## src/rtl/mat_pkg.sv

```systemverilog
// +--------------------------------------------------------------------------+
// | mat_pkg : shared state encoding and default sizing for mat_stream_host    |
// | Revision: 1.0                                                             |
// +--------------------------------------------------------------------------+
`default_nettype none

package mat_pkg;

  localparam int MAT_DIM_LOG    = 1;
  localparam int MAT_DATA_WIDTH = 32;

  typedef enum logic [2:0] {
    ST_IDLE   = 3'd0,
    ST_SEND_A = 3'd1,
    ST_SEND_B = 3'd2,
    ST_START  = 3'd3,
    ST_RECV   = 3'd4,
    ST_DONE   = 3'd5
  } mat_state_t;

endpackage

`default_nettype wire

```

## src/rtl/mat_stream_host_if.sv

```systemverilog
// +--------------------------------------------------------------------------+
// | mat_stream_host_if : AXI-Stream channel between host and accelerator      |
// | Revision: 1.0                                                             |
// +--------------------------------------------------------------------------+
`default_nettype none

interface mat_stream_host_if
  import mat_pkg::*;
#(
  parameter int DATA_WIDTH = MAT_DATA_WIDTH
);

  logic                      tvalid;
  logic                      tready;
  logic [DATA_WIDTH-1:0]     tdata;
  logic [DATA_WIDTH/8-1:0]   tstrb;
  logic                      tlast;

  modport master (
    output tvalid,
    output tdata,
    output tstrb,
    output tlast,
    input  tready
  );

  // The result channel carries no strobe, so the sink side does not see it.
  modport slave (
    input  tvalid,
    input  tdata,
    input  tlast,
    output tready
  );

endinterface

`default_nettype wire

```

## src/rtl/elem_ram.sv

```systemverilog
// +--------------------------------------------------------------------------+
// | elem_ram : one-write-port element buffer with a registered read port      |
// | Revision: 1.0                                                             |
// +--------------------------------------------------------------------------+
`default_nettype none

module elem_ram #(
  parameter int DEPTH_LOG  = 2,
  parameter int DATA_WIDTH = 32
) (
  input  logic                  clk,
  input  logic                  rst_n,
  input  logic                  i_we,
  input  logic [DEPTH_LOG-1:0]  i_waddr,
  input  logic [DATA_WIDTH-1:0] i_wdata,
  input  logic [DEPTH_LOG-1:0]  i_raddr,
  output logic [DATA_WIDTH-1:0] o_rdata
);

  localparam int C_DEPTH = 2**DEPTH_LOG;

  logic [DATA_WIDTH-1:0] r_mem [0:C_DEPTH-1];
  logic [DATA_WIDTH-1:0] r_rdata;

  // Storage is deliberately not reset; only the read register is.
  always_ff @(posedge clk) begin
    if (i_we) begin
      r_mem[i_waddr] <= i_wdata;
    end
  end

  always_ff @(posedge clk or negedge rst_n) begin
    if (!rst_n) begin
      r_rdata <= '0;
    end else begin
      r_rdata <= r_mem[i_raddr];
    end
  end

  assign o_rdata = r_rdata;

endmodule

`default_nettype wire

```

## src/rtl/mat_stream_host.sv

```systemverilog
// +--------------------------------------------------------------------------+
// | mat_stream_host : streams operand matrices A,B out, collects result back  |
// | Revision: 1.0                                                             |
// +--------------------------------------------------------------------------+
`default_nettype none

module mat_stream_host
  import mat_pkg::*;
#(
  parameter int DIM_LOG    = MAT_DIM_LOG,
  parameter int DIM        = 2**DIM_LOG,
  parameter int SIZE       = DIM*DIM,
  parameter int SIZE_LOG   = 2*DIM_LOG,
  parameter int DATA_WIDTH = MAT_DATA_WIDTH
) (
  input  logic                  s00_axi_aclk,
  input  logic                  s00_axi_aresetn,
  input  logic                  wr_en,
  input  logic                  wr_sel,
  input  logic [SIZE_LOG-1:0]   wr_addr,
  input  logic [DATA_WIDTH-1:0] wr_data,
  input  logic [SIZE_LOG-1:0]   rd_addr,
  output logic [DATA_WIDTH-1:0] rd_data,
  input  logic                  go,
  output logic                  busy,
  output logic                  done,
  output logic                  err,
  mat_stream_host_if.master     m00_axis,
  mat_stream_host_if.slave      s00_axis,
  output logic                  sel,
  output logic                  start
);

  localparam logic [SIZE_LOG-1:0] C_LAST_IDX = SIZE_LOG'(SIZE - 1);
  localparam logic [SIZE_LOG-1:0] C_ONE      = SIZE_LOG'(1);

  mat_state_t            r_state;
  mat_state_t            w_state_nxt;
  logic [SIZE_LOG-1:0]   r_cnt;
  logic [SIZE_LOG-1:0]   w_cnt_nxt;
  logic                  r_err;
  logic                  w_err_nxt;

  logic [SIZE_LOG-1:0]   w_op_raddr;
  logic                  w_wr_a;
  logic                  w_wr_b;
  logic                  w_res_we;
  logic [DATA_WIDTH-1:0] w_a_rdata;
  logic [DATA_WIDTH-1:0] w_b_rdata;
  logic                  w_sending;

  // Operand buffers only accept host writes while the engine is idle.
  assign w_wr_a = wr_en && !wr_sel && (r_state == ST_IDLE);
  assign w_wr_b = wr_en &&  wr_sel && (r_state == ST_IDLE);

  elem_ram #(
    .DEPTH_LOG  (SIZE_LOG),
    .DATA_WIDTH (DATA_WIDTH)
  ) u_buf_a (
    .clk     (s00_axi_aclk),
    .rst_n   (s00_axi_aresetn),
    .i_we    (w_wr_a),
    .i_waddr (wr_addr),
    .i_wdata (wr_data),
    .i_raddr (w_op_raddr),
    .o_rdata (w_a_rdata)
  );

  elem_ram #(
    .DEPTH_LOG  (SIZE_LOG),
    .DATA_WIDTH (DATA_WIDTH)
  ) u_buf_b (
    .clk     (s00_axi_aclk),
    .rst_n   (s00_axi_aresetn),
    .i_we    (w_wr_b),
    .i_waddr (wr_addr),
    .i_wdata (wr_data),
    .i_raddr (w_op_raddr),
    .o_rdata (w_b_rdata)
  );

  elem_ram #(
    .DEPTH_LOG  (SIZE_LOG),
    .DATA_WIDTH (DATA_WIDTH)
  ) u_buf_res (
    .clk     (s00_axi_aclk),
    .rst_n   (s00_axi_aresetn),
    .i_we    (w_res_we),
    .i_waddr (r_cnt),
    .i_wdata (s00_axis.tdata),
    .i_raddr (rd_addr),
    .o_rdata (rd_data)
  );

  always_ff @(posedge s00_axi_aclk or negedge s00_axi_aresetn) begin
    if (!s00_axi_aresetn) begin
      r_state <= ST_IDLE;
      r_cnt   <= '0;
      r_err   <= 1'b0;
    end else begin
      r_state <= w_state_nxt;
      r_cnt   <= w_cnt_nxt;
      r_err   <= w_err_nxt;
    end
  end

  // The operand read address always points at the element to be presented
  // next cycle, so the registered read data lines up with tvalid and holds
  // still while the beat is stalled.
  always_comb begin
    w_state_nxt = r_state;
    w_cnt_nxt   = r_cnt;
    w_err_nxt   = r_err;
    w_op_raddr  = '0;
    w_res_we    = 1'b0;
    case (r_state)
      ST_IDLE: begin
        if (go) begin
          w_state_nxt = ST_SEND_A;
          w_cnt_nxt   = '0;
          w_err_nxt   = 1'b0;
        end
      end
      ST_SEND_A, ST_SEND_B: begin
        w_op_raddr = r_cnt;
        if (m00_axis.tready) begin
          w_cnt_nxt  = r_cnt + C_ONE;
          w_op_raddr = r_cnt + C_ONE;
          if (r_cnt == C_LAST_IDX) begin
            w_state_nxt = (r_state == ST_SEND_A) ? ST_SEND_B : ST_START;
          end
        end
      end
      ST_START: begin
        w_state_nxt = ST_RECV;
        w_cnt_nxt   = '0;
      end
      ST_RECV: begin
        if (s00_axis.tvalid) begin
          w_res_we = 1'b1;
          if (s00_axis.tlast != (r_cnt == C_LAST_IDX)) begin
            w_err_nxt = 1'b1;
          end
          if (s00_axis.tlast || (r_cnt == C_LAST_IDX)) begin
            w_state_nxt = ST_DONE;
            w_cnt_nxt   = '0;
          end else begin
            w_cnt_nxt = r_cnt + C_ONE;
          end
        end
      end
      ST_DONE: begin
        w_state_nxt = ST_IDLE;
        w_cnt_nxt   = '0;
      end
      default: begin
        w_state_nxt = ST_IDLE;
        w_cnt_nxt   = '0;
      end
    endcase
  end

  assign w_sending = (r_state == ST_SEND_A) || (r_state == ST_SEND_B);

  always_comb begin
    m00_axis.tvalid = w_sending;
    m00_axis.tlast  = w_sending && (r_cnt == C_LAST_IDX);
    m00_axis.tdata  = (r_state == ST_SEND_B) ? w_b_rdata : w_a_rdata;
    m00_axis.tstrb  = '1;
    s00_axis.tready = (r_state == ST_RECV);
    sel             = (r_state == ST_SEND_B);
    start           = (r_state == ST_START);
    done            = (r_state == ST_DONE);
    busy            = (r_state != ST_IDLE);
    err             = r_err;
  end

endmodule

`default_nettype wire

```

## src/flat_wrapper.sv

```systemverilog
// flat-port wrapper written by rule: the top's interface ports become plain ports
module mat_stream_host_flat import mat_pkg::*;
#(
  parameter int DIM_LOG    = MAT_DIM_LOG,
  parameter int DIM        = 2**DIM_LOG,
  parameter int SIZE       = DIM*DIM,
  parameter int SIZE_LOG   = 2*DIM_LOG,
  parameter int DATA_WIDTH = MAT_DATA_WIDTH
)
  (s00_axi_aclk, s00_axi_aresetn, wr_en, wr_sel, wr_addr, wr_data, rd_addr, rd_data, go, busy, done, err, sel, start, m00_axis_tvalid, m00_axis_tdata, m00_axis_tstrb, m00_axis_tlast, m00_axis_tready, s00_axis_tvalid, s00_axis_tdata, s00_axis_tlast, s00_axis_tready);
  mat_stream_host_if #(.DATA_WIDTH(DATA_WIDTH)) m00_axis_i ();
  mat_stream_host_if #(.DATA_WIDTH(DATA_WIDTH)) s00_axis_i ();
  input  logic s00_axi_aclk;
  input  logic s00_axi_aresetn;
  input  logic wr_en;
  input  logic wr_sel;
  input  logic [SIZE_LOG-1:0] wr_addr;
  input  logic [DATA_WIDTH-1:0] wr_data;
  input  logic [SIZE_LOG-1:0] rd_addr;
  output logic [DATA_WIDTH-1:0] rd_data;
  input  logic go;
  output logic busy;
  output logic done;
  output logic err;
  output logic sel;
  output logic start;
  output wire logic [$bits(m00_axis_i.tvalid)-1:0] m00_axis_tvalid;
  output wire logic [$bits(m00_axis_i.tdata)-1:0] m00_axis_tdata;
  output wire logic [$bits(m00_axis_i.tstrb)-1:0] m00_axis_tstrb;
  output wire logic [$bits(m00_axis_i.tlast)-1:0] m00_axis_tlast;
  input wire logic [$bits(m00_axis_i.tready)-1:0] m00_axis_tready;
  input wire logic [$bits(s00_axis_i.tvalid)-1:0] s00_axis_tvalid;
  input wire logic [$bits(s00_axis_i.tdata)-1:0] s00_axis_tdata;
  input wire logic [$bits(s00_axis_i.tlast)-1:0] s00_axis_tlast;
  output wire logic [$bits(s00_axis_i.tready)-1:0] s00_axis_tready;
  assign m00_axis_tvalid = m00_axis_i.tvalid;
  assign m00_axis_tdata = m00_axis_i.tdata;
  assign m00_axis_tstrb = m00_axis_i.tstrb;
  assign m00_axis_tlast = m00_axis_i.tlast;
  assign m00_axis_i.tready = m00_axis_tready;
  assign s00_axis_i.tvalid = s00_axis_tvalid;
  assign s00_axis_i.tdata = s00_axis_tdata;
  assign s00_axis_i.tlast = s00_axis_tlast;
  assign s00_axis_tready = s00_axis_i.tready;
  mat_stream_host #(.DIM_LOG(DIM_LOG), .DIM(DIM), .SIZE(SIZE), .SIZE_LOG(SIZE_LOG), .DATA_WIDTH(DATA_WIDTH)) u_core (.s00_axi_aclk(s00_axi_aclk), .s00_axi_aresetn(s00_axi_aresetn), .wr_en(wr_en), .wr_sel(wr_sel), .wr_addr(wr_addr), .wr_data(wr_data), .rd_addr(rd_addr), .rd_data(rd_data), .go(go), .busy(busy), .done(done), .err(err), .m00_axis(m00_axis_i), .s00_axis(s00_axis_i), .sel(sel), .start(start));
endmodule
```

## config.mk

```make
export PLATFORM = sky130hd
export DESIGN_NAME = mat_stream_host_flat
export DESIGN_NICKNAME = d
export VERILOG_FILES = /design/src/rtl/mat_pkg.sv /design/src/rtl/mat_stream_host_if.sv /design/src/rtl/elem_ram.sv /design/src/rtl/mat_stream_host.sv /design/src/flat_wrapper.sv
export SDC_FILE = /design/constraint.sdc
export NUM_CORES = 1
export LEC_CHECK = 0
export BUFFER_PORTS_ARGS = -buffer_cell sky130_fd_sc_hd__buf_2
export CAP_MARGIN = 20
export CORE_MARGIN = 5
export CORE_UTILIZATION = 57
export DETAILED_ROUTE_END_ITERATION = 7
export PLACE_DENSITY = 0.85
export SLEW_MARGIN = 0
export SYNTH_ARGS = -nofsm -noshare
export SYNTH_HDL_FRONTEND = slang
export SYNTH_SLANG_ARGS = --single-unit
```

## constraint.sdc

```tcl
create_clock -name s00_axi_aclk -period 12.1 [get_ports s00_axi_aclk]
set_clock_uncertainty 0.05 [all_clocks]
set_input_delay 0 -clock s00_axi_aclk [delete_from_list [all_inputs] [get_ports s00_axi_aclk]]
set_output_delay 0 -clock s00_axi_aclk [all_outputs]
set_load 0.02 [all_outputs]
```

==> impl_metrics.env, run 1 <==
export IMPL_outcome="finished clean"
export IMPL_critPathKind="reg2reg"
export IMPL_yosys_area_top_type_share=0.6049
export IMPL_cp_slowest_cell="buf_4"
export IMPL_p_switching_w=0.001413
export IMPL_final_hold_viol_count=0
export IMPL_setup_tns_ps=0
export IMPL_power_frac_clock=0.311
export IMPL_startpoint_type="flip-flop"
export IMPL_start_util=0.5728
export IMPL_fp_dieH_um=192.9
export IMPL_die_x_um=192.9
export IMPL_critical_path_peak_fanout=54
export IMPL_powerDensity_nw_per_um2=210.4
export IMPL_min_period_ps=3531
export IMPL_async_reset_ff_frac=0.2099
export IMPL_ios=152
export IMPL_grt_overflow_total=0
export IMPL_synth_compound_area_frac=0.09786
export IMPL_routedWlPerCell_um=23.60
export IMPL_cts_setup_buffers=0
export IMPL_synth_ff_type="edfxtp_1"
export IMPL_synthCells=1006
export IMPL_instances_no_fill=1725
export IMPL_cts_made_buffers=47
export IMPL_dieArea_um2=37200
export IMPL_core_area_um2=33280
export IMPL_crit_path_end_kind="flip-flop"
export IMPL_hold_class="in2reg"
export IMPL_antenna_found_initial=2
export IMPL_cts_resized=0
export IMPL_seqPwrFrac=0.422
export IMPL_fillers=2048
export IMPL_dr_pass1_iters=5
export IMPL_p_comb_frac=0.267
export IMPL_multi_input_area_um2=4661
export IMPL_yosys_warnings=0
export IMPL_yosysSeqAreaShare=0.7388
export IMPL_ir_drop_uv=166.6
export IMPL_grt_usage=0.2197
export IMPL_maxSlewViolCount=0
export IMPL_clock_root_buffer="clkbuf_16"
export IMPL_synth_area_top_cells="edfxtp_1, dfrtp_1, mux2i_1"
export IMPL_startpoint="u_core.r_cnt[1]"
export IMPL_synthMuxAreaShare=0.1244
export IMPL_via_per_inst=5.859
export IMPL_p_int_w=0.003349
export IMPL_synth_edf_count=384
export IMPL_clockBufferDepth=3
export IMPL_fin_crit_sh=0.2918
export IMPL_remaining_drc_errors=0
export IMPL_required_ps=12510
export IMPL_yosys_cell_count_top_type="edfxtp_1"
export IMPL_synthTopCellsByCount="edfxtp_1, mux2i_1, dfrtp_1, a22oi_1, o21ai_0"
export IMPL_area_growth_syn_to_layout_pct=18.75
export IMPL_path_clk_slew_ps=60
export IMPL_postPlaceCellArea_um2=20260
export IMPL_synth_adder_area_share=0.003282
export IMPL_final_util=0.6802
export IMPL_routed_wl_mm=40.70
export IMPL_synth_top_family_by_area="multiplexers"
export IMPL_leakagePower_nw=7.952
export IMPL_drive_gt1_frac=0.2774
export IMPL_num_vias=10110
export IMPL_crit_chain="inv_1, ha_4, buf_4, o311a_4, buf_16, a2bb2oi_1"
export IMPL_routabilityCongestion=0.7521
export IMPL_min_from="s00_axis_tlast"
export IMPL_grt_setup_unrepaired="false"
export IMPL_total_power_w=0.004762
export IMPL_grt_max_degree=65
export IMPL_netlist_area_um2=19060
export IMPL_tightest_slew_ps=1120
export IMPL_cts_sinks=486
export IMPL_io_buffers=147
export IMPL_clk_latency_ps=560
export IMPL_dp_cells=1560
export IMPL_finalSetupViolCount=0
export IMPL_yosysTopAreaCell="edfxtp_1"
export IMPL_yosysUniqueCellTypes=44
export IMPL_switching_share=0.2967
export IMPL_synth_xor_area_frac=0
export IMPL_grt_pass1_wl_mm=61.97
export IMPL_fin_nets=1318
export IMPL_cts_tree="done"
export IMPL_synthSimpleGateAreaFrac=0.01214
export IMPL_drtIter0Drc=760
export IMPL_grt_pass1_vias=10850
export IMPL_arrival_ps=3950
export IMPL_slowest_delay_ps=800
export IMPL_rows=67
export IMPL_cts_htree_levels=2
export IMPL_syn_area_per_cell_um2=18.95
export IMPL_r2r_start="u_core.r_cnt[1]"
export IMPL_synth_seq_cells=486
export IMPL_max_freq_mhz=283.2
export IMPL_cap_violations=0
export IMPL_post_dp_hpwl_mm=22.04
export IMPL_fin_area_um2=22640
export IMPL_max_slew_margin=0.2515
export IMPL_drtAntennaViolNets=0
export IMPL_seq_area_um2=14090
[worst paths after layout]
path	end	slack [ps]	cells after the start
hold / removal	u_core.r_cnt[0]	50	5
setup reg to reg	u_core.u_buf_a.o_rdata[0]	8570	6
min in group asynchronous	u_core.u_buf_a.o_rdata[2]	450	4
hold reg to reg	u_core.u_buf_b.o_rdata[2]	430	1
max in group asynchronous	u_core.r_cnt[1]	10590	4
setup / recovery	u_core.u_buf_a.o_rdata[0]	8570	6
[critical path, delay by kind of cell (launching register included)]
kind / cells / cell delay [ps]
AO/OA/AOI/OAI: 2 / 900
adder cells (fa/ha/maj): 1 / 460
buffers and inverters: 3 / 1300
flip-flops: 1 / 600
[state kept, by name, summed over array words and instances (netlist names)]
| register | cells |
|---|---|
| u_core.u_buf_res.r_mem | 128 |
| u_core.r_state | 3 |
| u_core.u_buf_a.r_mem | 128 |
| u_core.err | 1 |
| u_core.u_buf_res.o_rdata | 32 |
| u_core.u_buf_b.o_rdata | 32 |
| u_core.r_cnt | 2 |
| u_core.u_buf_b.r_mem | 128 |
| u_core.u_buf_a.o_rdata | 32 |
[cells in the final DEF, fill, tap and decap left out, types with 6 or more instances in the layout]
| cell | instances |
|---|---|
| a2bb2oi_1 | 6 |
| edfxtp_1 | 384 |
| clkinv_2 | 10 |
| clkbuf_1 | 16 |
| clkbuf_16 | 48 |
| buf_4 | 20 |
| a2bb2oi_2 | 60 |
| a22oi_1 | 65 |
| mux2i_1 | 129 |
| dfrtp_1 | 101 |
| mux4_2 | 32 |
| o21ai_0 | 65 |
| nor2_4 | 7 |
| buf_2 | 146 |
| mux2_1 | 32 |
| dlygate4sd3_1 | 73 |
[power groups by stage]
| stage | Sequential, W | Combinational [W] | Clock (W) |
|---|---|---|---|
| 2_1_floorplan | 0.00202 | 0.000968 | 0 |
| 3_3_place_gp | 0.00203 | 0.00120 | 0 |
| 3_5_place_dp | 0.00204 | 0.00124 | 0 |
| 4_1_cts | 0.00201 | 0.00127 | 0.00149 |
| 5_1_grt | 0.00202 | 0.00136 | 0.00158 |
| 6_report | 0.00201 | 0.00127 | 0.00148 |
[routing by layer]
layer,wire length [µm],share of wire,track usage,vias up
met4,856,0.021,0.05760,4
met3,2874,0.071,0.04866,69
met5,19,0.00047,0,-
met2,21490,0.53,0.3912,365
li1,-,-,-,4480
met1,15460,0.38,0.2738,5188
[area by class of cell]
class | instances | share of cell area
well taps | 448 | 0.02476
repair buffers | 244 | 0.07628
clock inverters | 22 | 0.01255
clock buffers | 66 | 0.05693
diodes | 1 | 0.0001105
multi-input cells | 451 | 0.2059
flip-flops and latches | 486 | 0.6223
inverters | 7 | 0.001161
[cell families (layout without fill, tap and decap cells)]
group / after synthesis / count (layout)
and+or+nand+nor: 41 / 41
buffers and inverters: 72 / 339
AOI/OAI and AO/OA: 208 / 208
muxes: 193 / 193
adders and majority gates: 5 / 5
DFF: 486 / 486
other: 1 / 5
[stage by stage]
stage               setup WS, ps  hold WS (ps)
global placement            8617        -21.73
CTS                         8461         18.56
detailed placement          8524        -15.08
finish                      8569         50.89
floorplan                   7770        -345.6
global route                8448         63.14
[repair_timing]
action | CTS | global route
endpoints found under the hold margin | 444 | 0
hold buffers | 74 | 0
setup endpoints to repair | 0 | 0
Power figures use the tool's default switching activity.
==> run 2: changes to the inputs <==
Clock period 12.1 ns to 3.3 ns, I/O delays scaled along.
==> impl_metrics.env, run 2 (synthesized netlist as in run 1, its figures left out) <==
export IMPL_startpoint_type="flip-flop"
export IMPL_hold_slack_ps=30.50
export IMPL_critPathKind="reg2out"
export IMPL_maxSlewViolCount=0
export IMPL_startpoint="u_core.r_state[1]"
export IMPL_tightest_slew_ps=872.6
export IMPL_path_clk_slew_ps=60
export IMPL_core_area_um2=33280
export IMPL_min_from="s00_axis_tlast"
export IMPL_rows=67
export IMPL_grt_pass1_wl_mm=63.61
export IMPL_grt_max_degree=50
export IMPL_cts_sinks=486
export IMPL_cts_tree="done"
export IMPL_outcome="finished clean"
export IMPL_drtIter0Drc=795
export IMPL_fp_dieH_um=192.9
export IMPL_final_hold_viol_count=0
export IMPL_cts_made_buffers=47
export IMPL_fin_nets=1324
export IMPL_routed_wl_mm=41.65
export IMPL_clock_root_buffer="clkbuf_16"
export IMPL_powerDensity_nw_per_um2=763.5
export IMPL_finalSetupViolCount=0
export IMPL_antenna_found_initial=6
export IMPL_drive_gt1_frac=0.2816
export IMPL_grt_overflow_total=0
export IMPL_ir_drop_uv=663.2
export IMPL_fillers=2084
export IMPL_crit_path_end_kind="output pin"
export IMPL_leakagePower_nw=7.949
export IMPL_drtAntennaViolNets=0
export IMPL_cap_violations=0
export IMPL_routabilityCongestion=0.7427
export IMPL_min_period_ps=3011
export IMPL_area_growth_syn_to_layout_pct=18.66
export IMPL_via_per_inst=5.909
export IMPL_num_vias=10250
export IMPL_die_x_um=192.9
export IMPL_r2r_start="u_core.r_state[1]"
export IMPL_cts_setup_buffers=0
export IMPL_hold_class="in2reg"
export IMPL_fin_crit_sh=0.9125
export IMPL_max_freq_mhz=332.1
export IMPL_arrival_ps=2960
export IMPL_grt_setup_unrepaired="false"
export IMPL_ios=152
export IMPL_dr_pass1_iters=5
export IMPL_setup_tns_ps=0
export IMPL_final_cell_mix="edfxtp_1, buf_2, mux2i_1, dfrtp_1, dlygate4sd3_1"
export IMPL_clockBufferDepth=3
export IMPL_total_power_w=0.01727
export IMPL_max_slew_margin=0.4183
export IMPL_cpLargestDelayFamily="buffers and inverters"
export IMPL_critical_path_peak_fanout=49
export IMPL_post_dp_hpwl_mm=23.40
export IMPL_required_ps=3250
export IMPL_slowest_delay_ps=750
export IMPL_layout_commonest_cell="edfxtp_1"
export IMPL_dieArea_um2=37200
export IMPL_top_regs="u_core.u_buf_a.r_mem: 128 flops, u_core.u_buf_b.r_mem: 128 flops, u_core.u_buf_res.r_mem: 128 flops"
export IMPL_grt_pass1_vias=10920
export IMPL_path_buf_inv=3
export IMPL_cp_slowest_cell="buf_4"
export IMPL_multi_input_area_um2=4682
export IMPL_start_util=0.5728
export IMPL_crit_chain="nand2b_4, a21oi_4, buf_4, buf_4, buf_2"
export IMPL_cts_htree_levels=2
export IMPL_grt_usage=0.2246
export IMPL_path_common_cell="buf_4"
export IMPL_io_buffers=147
export IMPL_clk_latency_ps=560
export IMPL_remaining_drc_errors=0
export IMPL_seq_area_um2=14090
export IMPL_routedWlPerCell_um=24.02
-- run 2: power breakdown --
part | total, W | internal [W] | switching [W]
clock network | 0.00514 | 0.00288 | 0.00226
logic | 0.00474 | 0.00198 | 0.00276
registers | 0.00739 | 0.00716 | 0.000229
total | 0.0173 | 0.0120 | 0.00525
-- run 2: worst min-delay path: stages --
cell     delay (ps)
buf_2            90
inv_1            50
ha_1            200
a32oi_1         110
mux2i_1         130
-- run 2: path summary, 6_finish.rpt --
check	depth (start not counted)	slack [ps]	end
max	5	290	m00_axis_tvalid
min	5	30	u_core.r_cnt[0]
max reg2reg	4	710	u_core.u_buf_a.r_mem[2][1]
min reg2reg	1	450	u_core.u_buf_a.o_rdata[4]
max in group asynchronous	4	1400	u_core.u_buf_b.o_rdata[26]
min in group asynchronous	3	480	u_core.u_buf_b.o_rdata[27]
-- run 2: metal layers --
layer	vias up	routed length, µm	GRT usage
li1	4516	-	-
met1	5284	15910	0.2856
met2	390	22080	0.4017
met3	48	3073	0.05047
met4	8	539	0.04224
met5	-	45	0
-- run 2: area by class of cell --
type                            count  share of cell area
Tap cell                          448             0.02478
Antenna cell                        4           0.0004425
Clock buffer                       65             0.05764
Timing Repair Buffer              250             0.07810
Multi-Input combinational cell    451              0.2070
Inverter                            7            0.001162
Clock inverter                     23            0.008131
Sequential cell                   486              0.6228
-- run 2: through the flow --
stage               std cells  area (µm²)  utilization  worst slack (ps)
global route             1732       22620       0.6795             122.1
finish                   1734       22620       0.6797             288.6
CTS                      1730       22610       0.6794             279.6
floorplan                1009       19090            -             309.5
detailed placement       1570       20400       0.6130             718.7
global placement         1570       20400       0.6130             841.8
-- run 2: repair_timing --
| item | in CTS | in global routing |
|---|---|---|
| hold buffers | 72 | 0 |
| resized for setup | 0 | 0 |
| hold endpoints to repair | 432 | 0 |
